### src/rtl/ctx_pkg.sv
// Shared types and command-field layout for the CTX byte responder.
// Imported by the interface, register file and engine.
package ctx_pkg;

  typedef enum logic [1:0] {
    OpRead  = 2'b00,
    OpWrite = 2'b01,
    OpAdd   = 2'b10,
    OpClear = 2'b11
  } op_e;

  typedef enum logic {
    StIdle,
    StData
  } state_e;

  localparam int unsigned OpMsb  = 7;
  localparam int unsigned OpLsb  = 6;
  localparam int unsigned RsvMsb = 5;
  localparam int unsigned RsvLsb = 4;
  localparam int unsigned IdxMsb = 3;
  localparam int unsigned IdxLsb = 0;

  localparam logic [7:0] DefaultErrByte = 8'hEE;

  function automatic op_e cmd_op(logic [7:0] b);
    return op_e'(b[OpMsb:OpLsb]);
  endfunction

endpackage

### src/rtl/ctx_if.sv
// CTX byte interface: initiator drives val/in, responder returns out/busy/err.
// Clock and reset stay outside the bundle.
interface ctx_if;
  logic       val;
  logic [7:0] in;
  logic [7:0] out;
  logic       busy;
  logic       err;

  modport master (output val, output in, input out, input busy, input err);
  modport slave (input val, input in, output out, output busy, output err);
endinterface

### src/rtl/ctx_regfile.sv
// Bank of 8-bit context registers: one synchronous write port, one
// combinational read port, all entries cleared on rst.
module ctx_regfile #(
  parameter int unsigned NumCtx = 16,
  parameter int unsigned IdxW   = $clog2(NumCtx)
) (
  input  logic            clk,
  input  logic            rst,
  input  logic            we_i,
  input  logic [IdxW-1:0] waddr_i,
  input  logic [7:0]      wdata_i,
  input  logic [IdxW-1:0] raddr_i,
  output logic [7:0]      rdata_o
);

  logic [7:0] mem_q [NumCtx];
  logic [7:0] mem_d [NumCtx];

  always_comb begin
    mem_d = mem_q;
    if (we_i) begin
      mem_d[waddr_i] = wdata_i;
    end
  end

  always_ff @(posedge clk) begin
    if (rst) begin
      mem_q <= '{default: '0};
    end else begin
      mem_q <= mem_d;
    end
  end

  assign rdata_o = mem_q[raddr_i];

endmodule

### src/rtl/ctx_engine.sv
// CTX responder: decodes command bytes, runs READ/WRITE/ADD/CLEAR against the
// context bank and returns a registered result byte one cycle later.
module ctx_engine
  import ctx_pkg::*;
#(
  parameter int unsigned NUM_CTX  = 16,
  parameter int unsigned TIMEOUT  = 255,
  parameter logic [7:0]  ERR_BYTE = DefaultErrByte
) (
  input  logic clk,
  input  logic rst,
  ctx_if.slave bus
);

  localparam int unsigned IdxW   = $clog2(NUM_CTX);
  localparam int unsigned TimerW = $clog2(TIMEOUT + 2);
  // Abort fires on the idle cycle that would bring the count to TIMEOUT.
  localparam logic [TimerW-1:0] TimeoutLast = TimerW'((TIMEOUT == 0) ? 0 : TIMEOUT - 1);

  state_e            state_q, state_d;
  op_e               op_q, op_d;
  logic [IdxW-1:0]   idx_q, idx_d;
  logic [TimerW-1:0] timer_q, timer_d;
  logic [7:0]        out_q, out_d;
  logic              err_q, err_d;

  logic            we;
  logic [7:0]      wdata;
  logic [7:0]      rd_data;
  logic [IdxW-1:0] rd_idx;

  logic [3:0]      cmd_idx_raw;
  logic [IdxW-1:0] cmd_idx;
  logic            cmd_legal;

  assign cmd_idx_raw = bus.in[IdxMsb:IdxLsb];
  assign cmd_idx     = cmd_idx_raw[IdxW-1:0];
  assign cmd_legal   = (bus.in[RsvMsb:RsvLsb] == 2'b00) && (32'(cmd_idx_raw) < NUM_CTX);
  // In DATA the bank is addressed by the latched index, otherwise by the command.
  assign rd_idx      = (state_q == StData) ? idx_q : cmd_idx;

  ctx_regfile #(
    .NumCtx (NUM_CTX),
    .IdxW   (IdxW)
  ) u_regfile (
    .clk     (clk),
    .rst     (rst),
    .we_i    (we),
    .waddr_i (rd_idx),
    .wdata_i (wdata),
    .raddr_i (rd_idx),
    .rdata_o (rd_data)
  );

  always_comb begin
    state_d = state_q;
    op_d    = op_q;
    idx_d   = idx_q;
    timer_d = timer_q;
    out_d   = out_q;
    err_d   = 1'b0;
    we      = 1'b0;
    wdata   = 8'h00;

    unique case (state_q)
      StIdle: begin
        if (bus.val) begin
          if (!cmd_legal) begin
            out_d = ERR_BYTE;
            err_d = 1'b1;
          end else begin
            unique case (cmd_op(bus.in))
              OpRead: out_d = rd_data;
              OpClear: begin
                we    = 1'b1;
                out_d = 8'h00;
              end
              default: begin
                op_d    = cmd_op(bus.in);
                idx_d   = cmd_idx;
                timer_d = '0;
                state_d = StData;
              end
            endcase
          end
        end
      end
      StData: begin
        if (bus.val) begin
          we      = 1'b1;
          wdata   = (op_q == OpAdd) ? rd_data + bus.in : bus.in;
          out_d   = wdata;
          timer_d = '0;
          state_d = StIdle;
        end else if ((TIMEOUT != 0) && (timer_q == TimeoutLast)) begin
          out_d   = ERR_BYTE;
          err_d   = 1'b1;
          timer_d = '0;
          state_d = StIdle;
        end else begin
          timer_d = timer_q + 1'b1;
        end
      end
      default: state_d = StIdle;
    endcase
  end

  always_ff @(posedge clk) begin
    if (rst) begin
      state_q <= StIdle;
      op_q    <= OpRead;
      idx_q   <= '0;
      timer_q <= '0;
      out_q   <= 8'h00;
      err_q   <= 1'b0;
    end else begin
      state_q <= state_d;
      op_q    <= op_d;
      idx_q   <= idx_d;
      timer_q <= timer_d;
      out_q   <= out_d;
      err_q   <= err_d;
    end
  end

  assign bus.out  = out_q;
  assign bus.busy = (state_q == StData);
  assign bus.err  = err_q;

endmodule
### src/flat_wrapper.sv
// flat-port wrapper written by rule: the top's interface ports become plain ports
module ctx_engine_flat import ctx_pkg::*;
#(
  parameter int unsigned NUM_CTX  = 16,
  parameter int unsigned TIMEOUT  = 255,
  parameter logic [7:0]  ERR_BYTE = DefaultErrByte
)
  (clk, rst, bus_val, bus_in, bus_out, bus_busy, bus_err);
  ctx_if bus_i ();
  input  logic clk;
  input  logic rst;
  input wire logic [$bits(bus_i.val)-1:0] bus_val;
  input wire logic [$bits(bus_i.in)-1:0] bus_in;
  output wire logic [$bits(bus_i.out)-1:0] bus_out;
  output wire logic [$bits(bus_i.busy)-1:0] bus_busy;
  output wire logic [$bits(bus_i.err)-1:0] bus_err;
  assign bus_i.val = bus_val;
  assign bus_i.in = bus_in;
  assign bus_out = bus_i.out;
  assign bus_busy = bus_i.busy;
  assign bus_err = bus_i.err;
  ctx_engine #(.NUM_CTX(NUM_CTX), .TIMEOUT(TIMEOUT), .ERR_BYTE(ERR_BYTE)) u_core (.clk(clk), .rst(rst), .bus(bus_i));
endmodule
### config.mk
export PLATFORM = sky130hd
export DESIGN_NAME = ctx_engine_flat
export DESIGN_NICKNAME = d
export VERILOG_FILES = /design/src/rtl/ctx_pkg.sv /design/src/rtl/ctx_if.sv /design/src/rtl/ctx_regfile.sv /design/src/rtl/ctx_engine.sv /design/src/flat_wrapper.sv
export SDC_FILE = /design/constraint.sdc
export NUM_CORES = 1
export LEC_CHECK = 0
export ABC_AREA = 1
export BUFFER_PORTS_ARGS = -buffer_cell sky130_fd_sc_hd__buf_2
export CORE_MARGIN = 2
export CORE_UTILIZATION = 55
export DETAILED_ROUTE_END_ITERATION = 10
export GPL_ROUTABILITY_DRIVEN = 0
export PLACE_DENSITY = 0.72
export SLEW_MARGIN = 10
export SYNTH_ARGS = -nofsm -noshare
export SYNTH_HDL_FRONTEND = slang
export SYNTH_SLANG_ARGS = --single-unit
### constraint.sdc
create_clock -name clk -period 5.06 [get_ports clk]
set_input_delay 1.012 -clock clk [delete_from_list [all_inputs] [get_ports clk]]
set_output_delay 1.012 -clock clk [all_outputs]
set_load 0.03 [all_outputs]
==> impl_metrics.yaml <==
timing:
  post-route-min-period_ns: 4.56
  slew_headroom: 0.473
  tightest_slew_ns: 0.789
  hold_violations: 0
  fin_skew_ns: 0.00729
  rsz0062_at_grt: "no"
  drv_slew: 0
  fin_setup_tns_ns: 0
  fmax_mhz: 219
  setup_viol_count_final: 0
  min_period_over_period: 0.902
worst_setup_path:
  reg2reg_depth: 22
  worstSetupEndpointType: "flop"
  worstPathMaxFanout: 29
  r2r_start: "u_core.bus.busy"
  critPathSlowestCell: "dfxtp_1"
  r2r_setup_slack_ns: 0.50
  critical_path_class: "reg -> reg"
  required_ns: 5.34
  path_cells: "inv_1 -> nand2_1 -> nand2_1 -> nand2_1 -> buf_4 -> o22ai_1 -> o21ai_0 -> nand3_1 -> a21oi_2 -> ha_1 -> inv_1 -> fa_1 -> o21ai_0 -> nand2_1 -> nand2_1 -> a21oi_1 -> xnor2_1 -> o21ai_0 -> inv_1 -> nand2_1 -> buf_4 -> a21oi_1"
  slowest_delay_ns: 0.62
  start_kind: "flop"
  arrival_ns: 4.84
  regToRegEndpoint: "u_core.u_regfile.mem_q[22]"
  cp_common_cell: "nand2_1"
drt:
  vias: 6563
  drt_iter0_drc: 836
  avgRoutedWirePerCell_microns: 17.9
  via_per_inst: 6.04
  drt_wl_total_mm: 19.5
  drtAntennaViolNets: 0
  dr.pass1.iters: 6
  drc_errors: 0
global_route:
  antenna_found_initial: 0
  track_usage: 0.296
  grt_pass1_wl_mm: 30.7
  grt_pass1_vias: 5951
  grt_max_degree: 53
  grt_overflow_total: 0
job:
  timing.max_cap.violations: 0
synthesis:
  ys_ff_latch: 153
  ys_warn_count: 0
  synth.largest_area_cell: "dfxtp_1"
  synthesis.nets: 925
  avgSynthCellArea_sq_um: 7.69
  syn_area_sq_um: 6940
  yosysTopAreaCellShare: 0.441
  synth-seq-area-share: 0.441
  ys_types: 39
  syn_inst: 903
  synth_area_leaders: "dfxtp_1, o21ai_0, a21oi_1"
cts:
  cts_setup_buffers: 0
  htreeDepth: 4
  cts_buffer_depth: 2
  clk_pin_slew_worst_paths_ns: 0.06
  clock_latency_ns: 0.43
  ctsResizeCount: 0
  cts_root_buffer: "clkbuf_16"
  cts_tree: "built"
  numCtsBuffers: 17
  cts_hold_buf: 0
  clock_sinks: 153
die:
  die-area_sq_um: 13500
  die_x_microns: 116
  initial_utilization: 0.557
  die_h_microns: 116
  placementRows: 41
  io-pin-count: 21
  core_sq_um: 12500
run_status:
  status: "completed"
finish:
  final_nets: 923
  syn_to_final_growth_pct: 9.84
  drive_above_1_share: 0.126
  final_util: 0.612
  n_antenna_cell: 0
hold_path:
  hp-class: "reg -> reg"
  holdPathStages: 2
  min_from: "u_core.u_regfile.mem_q[49]"
  min_to: "u_core.u_regfile.mem_q[49]"
power_and_ir_drop:
  peakVddDrop_uv: 276
  p_leak_uw: 0.00299
  power_per_cell_area_nw_per_um2: 359
place:
  numPortBuffers: 20
  dpl.hpwl_mm: 12.8
[synth_stat cells, drive strengths merged]
library cell and instances:
o221a 1, o2111ai 1, o211ai 2, ha 10
a21oi 141, and3 1, o21ai 171, clkbuf 24
nand3b 2, a221oi 1, a211oi 11, o221ai 3
nand3 13, or2 1, a31oi 5, a32oi 1
nand2 106, nor2 81, nor3 14, dfxtp 153
nand4 2, o22ai 52, clkinv 2, fa 1
xnor2 6, buf 32, inv 66
[routing by layer]
layer  share of wire  vias up  GRT usage  routed length (microns)
met4           0.035        0      0.151                      689
met1            0.43     3064      0.378                     8290
met2            0.46      298      0.479                     9030
li1                -     3148          -                        -
met3           0.076       53     0.0581                     1480
met5               0        -          0                        0
[power by group]
group | switching [uW] | internal [uW]
Clock | 484 | 724
Sequential | 6.21 | 1220
Combinational | 208 | 95.8
[critical path: cells and delay by family (launching register included)]
family	cells	cell delay (ns)
AO/OA/AOI/OAI	7	1.27
AND/OR/NAND/NOR	7	0.76
flip-flops	1	0.62
adder cells (fa/ha/maj)	2	0.63
buffers and inverters	5	0.98
XOR/XNOR	1	0.12
[final cells by class]
| class | instances | area (sq um) |
|---|---|---|
| clock inverter | 8 | 68.8 |
| multi-input combinational | 626 | 3320 |
| inverter | 68 | 255 |
| sequential | 153 | 3060 |
| tap | 172 | 215 |
| fill | 1106 | 4840 |
| timing repair buffer | 35 | 213 |
| clock buffer | 24 | 492 |
[how the worst max path moves through the flow]
stage                             endpoint  depth (start not counted)  slack, ns       startpoint
5_1_grt         u_core.u_regfile.mem_q[30]                         22       0.22  u_core.bus.busy
4_1_cts         u_core.u_regfile.mem_q[22]                         22       0.61  u_core.bus.busy
3_5_place_dp    u_core.u_regfile.mem_q[22]                         22       0.26        bus_in[1]
2_1_floorplan  u_core.u_regfile.mem_q[102]                         23       1.00        bus_in[1]
3_3_place_gp    u_core.u_regfile.mem_q[14]                         22       0.43        bus_in[1]
6_report        u_core.u_regfile.mem_q[22]                         22       0.50  u_core.bus.busy
[sequential cells by signal (all words and copies together) (netlist names)]
name	cells
u_core.bus.err	1
u_core.bus.out	8
u_core.u_regfile.mem_q	128
u_core.timer_q	9
u_core.bus.busy	1
u_core.op_q	2
u_core.idx_q	4
[per-stage QoR]
| stage | cell area (sq um) | power [uW] | instances | hold slack, ns | worst slack, ns |
|---|---|---|---|---|---|
| floorplan | 6940 | 1460 | 903 | 0.444 | 1.00 |
| global placement | 7070 | 1540 | 1054 | 0.459 | 0.426 |
| detailed placement | 7070 | 1540 | 1054 | 0.468 | 0.265 |
| CTS | 7630 | 2730 | 1086 | 0.477 | 0.615 |
| global route | 7630 | 2820 | 1086 | 0.503 | 0.217 |
| finish | 7630 | 2740 | 1086 | 0.484 | 0.497 |
[logic make-up after synthesis]
| group | synth area share |
|---|---|
| AO/OA/AOI/OAI | 0.309 |
| AND/OR/NAND/NOR | 0.141 |
| flip-flops | 0.441 |
| buffers and inverters | 0.0807 |
| adder cells (fa/ha/maj) | 0.0209 |
| XOR/XNOR | 0.00757 |
[layout by cell type (no fill, tap or decap), types with 3 or more instances in the layout]
cell / n
o21ai_0: 167
dfxtp_1: 153
a21oi_1: 129
nand2_1: 102
nor2_1: 60
inv_1: 57
o22ai_1: 52
buf_2: 20
clkbuf_16: 17
buf_4: 15
nor2_2: 14
nor3_1: 14
nand3_1: 13
a21oi_2: 12
a211oi_1: 11
ha_1: 10
inv_2: 9
nor2_4: 7
xnor2_1: 6
clkinv_2: 6
a31oi_1: 5
clkbuf_8: 4
nand2_2: 3
o221ai_1: 3
clkbuf_1: 3
No activity file was read; power rests on OpenSTA's default activity.
